$ cat config.mk
export PLATFORM = sky130hd
export DESIGN_NAME = macc_pipe
export DESIGN_NICKNAME = d
export VERILOG_FILES = /design/src/rtl/macc_pkg.sv /design/src/rtl/macc_pipe_acc.sv /design/src/rtl/macc_pipe.sv
export SDC_FILE = /design/constraint.sdc
export NUM_CORES = 2
export LEC_CHECK = 0
export ABC_AREA = 0
export ABC_CLOCK_PERIOD_IN_PS = 18950
export BUFFER_PORTS_ARGS = -buffer_cell sky130_fd_sc_hd__buf_4
export CORE_AREA = 2 2 246 248
export CTS_CLUSTER_DIAMETER = 30
export DETAILED_ROUTE_END_ITERATION = 8
export DIE_AREA = 0 0 248 250
export GPL_TIMING_DRIVEN = 0
export PLACE_DENSITY = 0.74
export SLEW_MARGIN = 20
export SYNTH_ARGS = -nofsm -noshare
export SYNTH_HDL_FRONTEND = slang
export SYNTH_HIERARCHICAL = 1
export SYNTH_SLANG_ARGS = --single-unit
$ cat constraint.sdc
create_clock -name CLK -period 18.95 [get_ports CLK]
set_input_delay 3.79 -clock CLK [delete_from_list [all_inputs] [get_ports CLK]]
set_output_delay 3.79 -clock CLK [all_outputs]
set_load 0.1 [all_outputs]
$ cat src/rtl/macc_pkg.sv
// macc_pkg: op encoding, width limits and overflow range check shared by macc_pipe
package macc_pkg;
  typedef enum logic [1:0] {MUL, ACC, MACC_C, SUB} macc_op_t;
  localparam int AB_MIN_W = 2;
  localparam int AB_MAX_W = 32;
  localparam int Y_MAX_W = 64;
  function automatic logic macc_ovf(input logic [Y_MAX_W:0] s, input logic [6:0] w, input logic sgn);
    return sgn ? (s[w] != s[w - 7'd1]) : s[w];
  endfunction
endpackage

$ cat src/rtl/macc_pipe_acc.sv
// macc_pipe_acc: stage-3 accumulator with overflow flag; MACC_PIPE_SAT_EN selects clamp instead of wrap
module macc_pipe_acc import macc_pkg::*; #(
  parameter int Y_WIDTH = 48,
  parameter bit SIGNED = 1'b1
) (
  input  logic               clk,
  input  logic               arst_n,
  input  logic               en,
  input  logic               p_valid,
  input  macc_op_t           op,
  input  logic [Y_WIDTH-1:0] p,
  input  logic [Y_WIDTH-1:0] c,
  output logic               y_valid,
  output logic [Y_WIDTH-1:0] y,
  output logic               ovf
);
  logic [Y_WIDTH:0] ye, pe, ce, s;
  logic [Y_MAX_W:0] sx;
  logic of;
  logic [Y_WIDTH-1:0] y_nxt;
  always_comb begin
    ye = {SIGNED & y[Y_WIDTH-1], y};
    pe = {SIGNED & p[Y_WIDTH-1], p};
    ce = {SIGNED & c[Y_WIDTH-1], c};
    s = op == MUL ? pe : op == ACC ? ye + pe : op == MACC_C ? ce + pe : ye - pe;
    sx = '0;
    sx[Y_WIDTH:0] = s;
    of = macc_ovf(sx, 7'(Y_WIDTH), SIGNED);
`ifdef MACC_PIPE_SAT_EN
    y_nxt = !of ? s[Y_WIDTH-1:0] :
            SIGNED ? {s[Y_WIDTH], {(Y_WIDTH-1){~s[Y_WIDTH]}}} : {Y_WIDTH{op != SUB}};
`else
    y_nxt = s[Y_WIDTH-1:0];
`endif
  end
  always_ff @(posedge clk or negedge arst_n)
    if (!arst_n) begin
      y_valid <= 1'b0;
      y <= '0;
      ovf <= 1'b0;
    end else if (en) begin
      y_valid <= p_valid;
      if (p_valid) begin
        y <= y_nxt;
        ovf <= of | (ovf & (op == ACC || op == SUB));
      end
    end
endmodule

$ cat src/rtl/macc_pipe.sv
// macc_pipe: 3-stage pipelined MACC (register, product, accumulator); optional MACC_PIPE_SAT_EN saturation
module macc_pipe import macc_pkg::*; #(
  parameter int A_WIDTH = 18,
  parameter int B_WIDTH = 25,
  parameter int Y_WIDTH = 48,
  parameter bit SIGNED = 1'b1
) (
  input  logic               CLK,
  input  logic               ARST_N,
  input  logic               IN_VALID,
  output logic               IN_READY,
  input  logic [1:0]         OP,
  input  logic [A_WIDTH-1:0] A,
  input  logic [B_WIDTH-1:0] B,
  input  logic [Y_WIDTH-1:0] C,
  output logic               Y_VALID,
  input  logic               Y_READY,
  output logic [Y_WIDTH-1:0] Y,
  output logic               OVF
);
  localparam int PW = A_WIDTH + B_WIDTH;
  localparam int XW = PW > Y_WIDTH ? PW : Y_WIDTH;
  logic en, v1, v2;
  logic [A_WIDTH-1:0] a1;
  logic [B_WIDTH-1:0] b1;
  logic [Y_WIDTH-1:0] c1, c2, p2;
  logic [XW-1:0] ax, bx;
  macc_op_t op1, op2;
  assign en = !Y_VALID || Y_READY;
  assign IN_READY = en;
  // Extending both operands to XW makes the low Y_WIDTH bits of the product correct for either sign mode
  always_comb begin
    ax = {{(XW-A_WIDTH){SIGNED & a1[A_WIDTH-1]}}, a1};
    bx = {{(XW-B_WIDTH){SIGNED & b1[B_WIDTH-1]}}, b1};
  end
  always_ff @(posedge CLK or negedge ARST_N)
    if (!ARST_N) begin
      v1 <= 1'b0;
      v2 <= 1'b0;
    end else if (en) begin
      v1 <= IN_VALID;
      v2 <= v1;
    end
  always_ff @(posedge CLK)
    if (en) begin
      a1 <= A;
      b1 <= B;
      c1 <= C;
      op1 <= macc_op_t'(OP);
      p2 <= Y_WIDTH'(ax * bx);
      c2 <= c1;
      op2 <= op1;
    end
  macc_pipe_acc #(.Y_WIDTH(Y_WIDTH), .SIGNED(SIGNED)) u_acc (
    .clk(CLK), .arst_n(ARST_N), .en(en), .p_valid(v2), .op(op2), .p(p2), .c(c2),
    .y_valid(Y_VALID), .y(Y), .ovf(OVF)
  );
endmodule
== Word level (Yosys, flattened, before mapping) ==
Index checks and enable logic that the tools add are counted.
Cells by class
  add/subtract/negate cells: 3
  multipliers: 1
  divide/modulo/power cells: 0
  order comparisons: 0
  equality and inequality tests: 4
  shifts and indexed selects: 0
  muxes and demuxes: 3
  bitwise logic cells: 2
  reduce and logical (&&, ||, !) cells: 5
Operators by type and width (count)
  2-to-1 mux 49 bit: 3
  adder 48 x 43 -> 49 bit: 2
  subtractor 48 x 43 -> 49 bit: 1
  multiplier 18 x 25 -> 43 bit: 1
  == test 2 bit (second input constant): 2
  == test 2 x 1 -> 1 bit (second input constant): 1
  logical NOT 2 bit: 1
  logical OR 1 bit: 2
  AND reduction 2 bit: 1
  bitwise AND 1 bit: 1
  logical NOT 1 bit: 1
  inequality test 1 bit: 1
  OR 1 bit: 1
Word-level totals
  register bits: 238
  bits in latches: 0
  bits in writable memories: 0
  bits in read-only memories: 0
  bits of input ports: 97
  memories: 0

== Logic depth before layout (Yosys ltp) ==
  depth after elaboration: 6
  mapped depth: 23

== Modules after synthesis ==
The synthesis kept the hierarchy.
By module, submodules not included
  macc_pipe: times used 1, cells each 2032, area each 21872.2 um^2
  macc_pipe_acc: times used 1, cells each 1670, area each 11750.0 um^2

== Worst setup path after synthesis ==
No wires, ideal clock.
  path kind: input -> output
  from: in Y_READY
  to: out IN_READY
  arrival: 9040 ps
  required time: 15160 ps
  slack: 6120 ps
  cell stages on the path: 1
  cells stage by stage: nand2b_1
Between the ends
  cells in the longest elaborated chain, start to end: 1
RTL lines
  start: declaration: RTL line macc_pipe.sv:17  | input logic Y_READY,
  logical OR 1 bit: RTL line macc_pipe.sv:29  | assign en = !Y_VALID || Y_READY;
  end: declaration: RTL line macc_pipe.sv:11  | output logic IN_READY,
No other way between the ends.

== Worst setup path after layout ==
Ends and elaborated chain as after synthesis.

==> metrics <==
first drt pass iteration count=5; maximum achievable frequency=between 0.1 and 0.15 GHz; cell repeated most along the worst path=buf_4; cells along the critical path=buf_4, nand2b_4, buf_16, buf_4; chip width=roughly 250 um; DRC marker count from the first detailed-route iteration=around 2300; row count=90; Synth cell types=about 100; status=complete, no violations; Final Cell Area=between 30000 and 40000 um2; Hold Path Depth=0; Fin. Hold Viols=0; minimum clock period after layout=9026 ps; EDFF count, synth=186; final period utilization=47.63%; vias in the first global route=about 28000; Async S/R FF share, synth=21.85%; Die ar.=between 60000 and 70000 um2; worst min-delay path class=flop to flop; Clock Latency Late Sink=between 600 and 700 ps; Hold-fix buffers, CTS=0; largest net degree at the start of global routing=63; wire per inst=21.54 um; Reg clk slew, reported paths=50 ps; Req. time, crit path=approximately 15000 ps; PortBufs=approximately 150; Post-DP HPWL=about 83000 um; Die Y=~250 um; htree depth=2; sequential fraction of the synthesis area=between 20% and 30%; Setup Fix Bufs, Post-CTS=0; Crit Path Class=input pin to output pin; max-slew violations=0; worst slew margin relative to its limit=between 30% and 40%; CTS root buf=clkbuf_16; Syn Nets=between 4000 and 5000; global-route usage over all layers=between 30% and 40%; routed via count=27670; TritonCTS buffer count=54; # clock sinks=around 240; setup violators final=0; synthesized area=33620 um2; largest area contributor in the netlist=fa_1; IO Pins=between 100 and 150; #FFs+latches synth=around 240; layout cells sized above 1=under 10%; initial core utilization=56.44%; via/cell ratio=around 6; Area after DPL=35790 um2; WP data arrival=approximately 5200 ps; worst clock skew=23.00 ps; Worst setup SP type=input pin; core area=59570 um2; ys flop type=edfxtp_1; slew of the pin with the lowest slew margin=~1000 ps; Max Root-Sink Buffers=3; CP max stage delay=roughly 620 ps; Final nets=4700; ANT nets after route=0; setup TNS=0 ps; DRC viols=0; Crit. End Element=output pin; max_cap viols=0; CTS tree=yes; RSZ-0062 raised after global routing=no; Synth Instances=between 3000 and 4000; # diodes=0; syn avg cell area=around 9.1 um2; global route total overflow=0; R2R depth=21; Fillers=between 5000 and 6000; yosys warns=6; Crit Path Max Fanout=53; Area Overhead vs Synth=11.92%; number of gates resized after CTS=0; initial antenna violation count=0; Yosys top cell area share=26.44%; final wirelength=102000 um; CP max-delay cell=nand2b_4; Placer Congestion=between 0.9 and 1; first-pass GRT wire length=about 160000 um; Synth area leaders=fa_1, edfxtp_1, ha_1, inv_1, nand2_1
==> cell type report <==
class,instances,area (um2),share of cell area [%]
inverters,635,2384,6.334
multi-input cells,2657,23660,62.88
flip-flops and latches,238,6887,18.30
well taps,782,978.4,2.600
clock inverters,44,461.7,1.227
repair buffers,150,1179,3.132
plain buffers,172,700.7,1.862
clock buffers,56,1380,3.667
==> state kept, by name, summed over array words and instances, names as in the netlist <==
register / flops
u_acc/ovf: 1
u_acc/y_valid: 1
op2: 2
v2: 1
u_acc/y: 48
b1: 25
p2: 43
v1: 1
c2: 48
op1: 2
a1: 18
c1: 48
==> layout by cell type (no fill, tap or decap), types with 52 or more instances in the layout <==
master / count
nand2_1: 448
clkbuf_16: 55
a21o_1: 70
ha_1: 251
buf_4: 148
nand3_1: 55
o21ai_0: 125
xnor2_1: 99
edfxtp_1: 186
fa_1: 444
and2_1: 175
a21oi_1: 208
clkbuf_1: 146
inv_1: 633
nor2_1: 162
dfrtp_1: 52
==> synth_stat cells, drive strengths merged (14+ instances only) <==
cell,n
a211oi,34
a21boi,14
a21o,73
a21oi,211
a31oi,21
and2,176
and3,22
buf,25
clkbuf,146
dfrtp,52
edfxtp,186
fa,444
ha,251
inv,635
mux2i,22
nand2,450
nand2b,33
nand3,55
nand4,31
nor2,162
nor2b,19
nor3,52
nor4,17
o211ai,23
o21a,25
o21ai,137
o21bai,28
o31ai,28
xnor2,99
xor2,35
==> per-stage QoR <==
step | hold WS [ps] | util, % | worst slack (ps) | instances
floorplan | 400.3 | - | 6120 | 3702
global placement | 401.8 | 59.94 | 3966 | 4631
detailed placement | 404.5 | 60.08 | 9920 | 4634
CTS | 407.5 | 63.17 | 9921 | 4734
global route | 420.1 | 63.17 | 9835 | 4734
finish | 403.5 | 63.17 | 9924 | 4734
==> layer usage <==
metal	routed length (um)	track usage (%)
met5	0	0
met4	4938	15.19
met3	8545	5.506
met2	45760	52.12
met1	42710	46.03
==> final timing paths <==
| kind | startpoint | to | slack (ps) |
|---|---|---|---|
| min in group asynchronous | ARST_N | u_acc/y[2] | 3250 |
| max in group asynchronous | ARST_N | u_acc/y[42] | 15150 |
| hold / removal | c1[15] | c2[15] | 400 |
| setup reg to reg | b1[9] | p2[42] | 11650 |
| setup / recovery | Y_READY | IN_READY | 9920 |
| hold reg to reg | c1[15] | c2[15] | 400 |
==> worst max-delay path: cells and delay by family <==
family / cells / cell delay [ps]
AND/OR/NAND/NOR: 1 / 620
buffers and inverters: 3 / 740
==> kinds of logic (layout without fill, tap and decap cells) <==
kind of cell	Yosys count	in the layout	share of synthesized area (%)
and+or+nand+nor	1082	1082	15.54
AOI/OAI and AO/OA	707	707	13.88
buffers and inverters	807	1057	9.169
DFF	238	238	20.48
muxes	39	39	1.660
xor gates and xnor gates	134	134	3.491
adders and majority gates	695	695	35.78
Power is left out: the tool's default activity adds up to more than one toggle a clock period on the data nets, which glitch-free logic cannot reach.
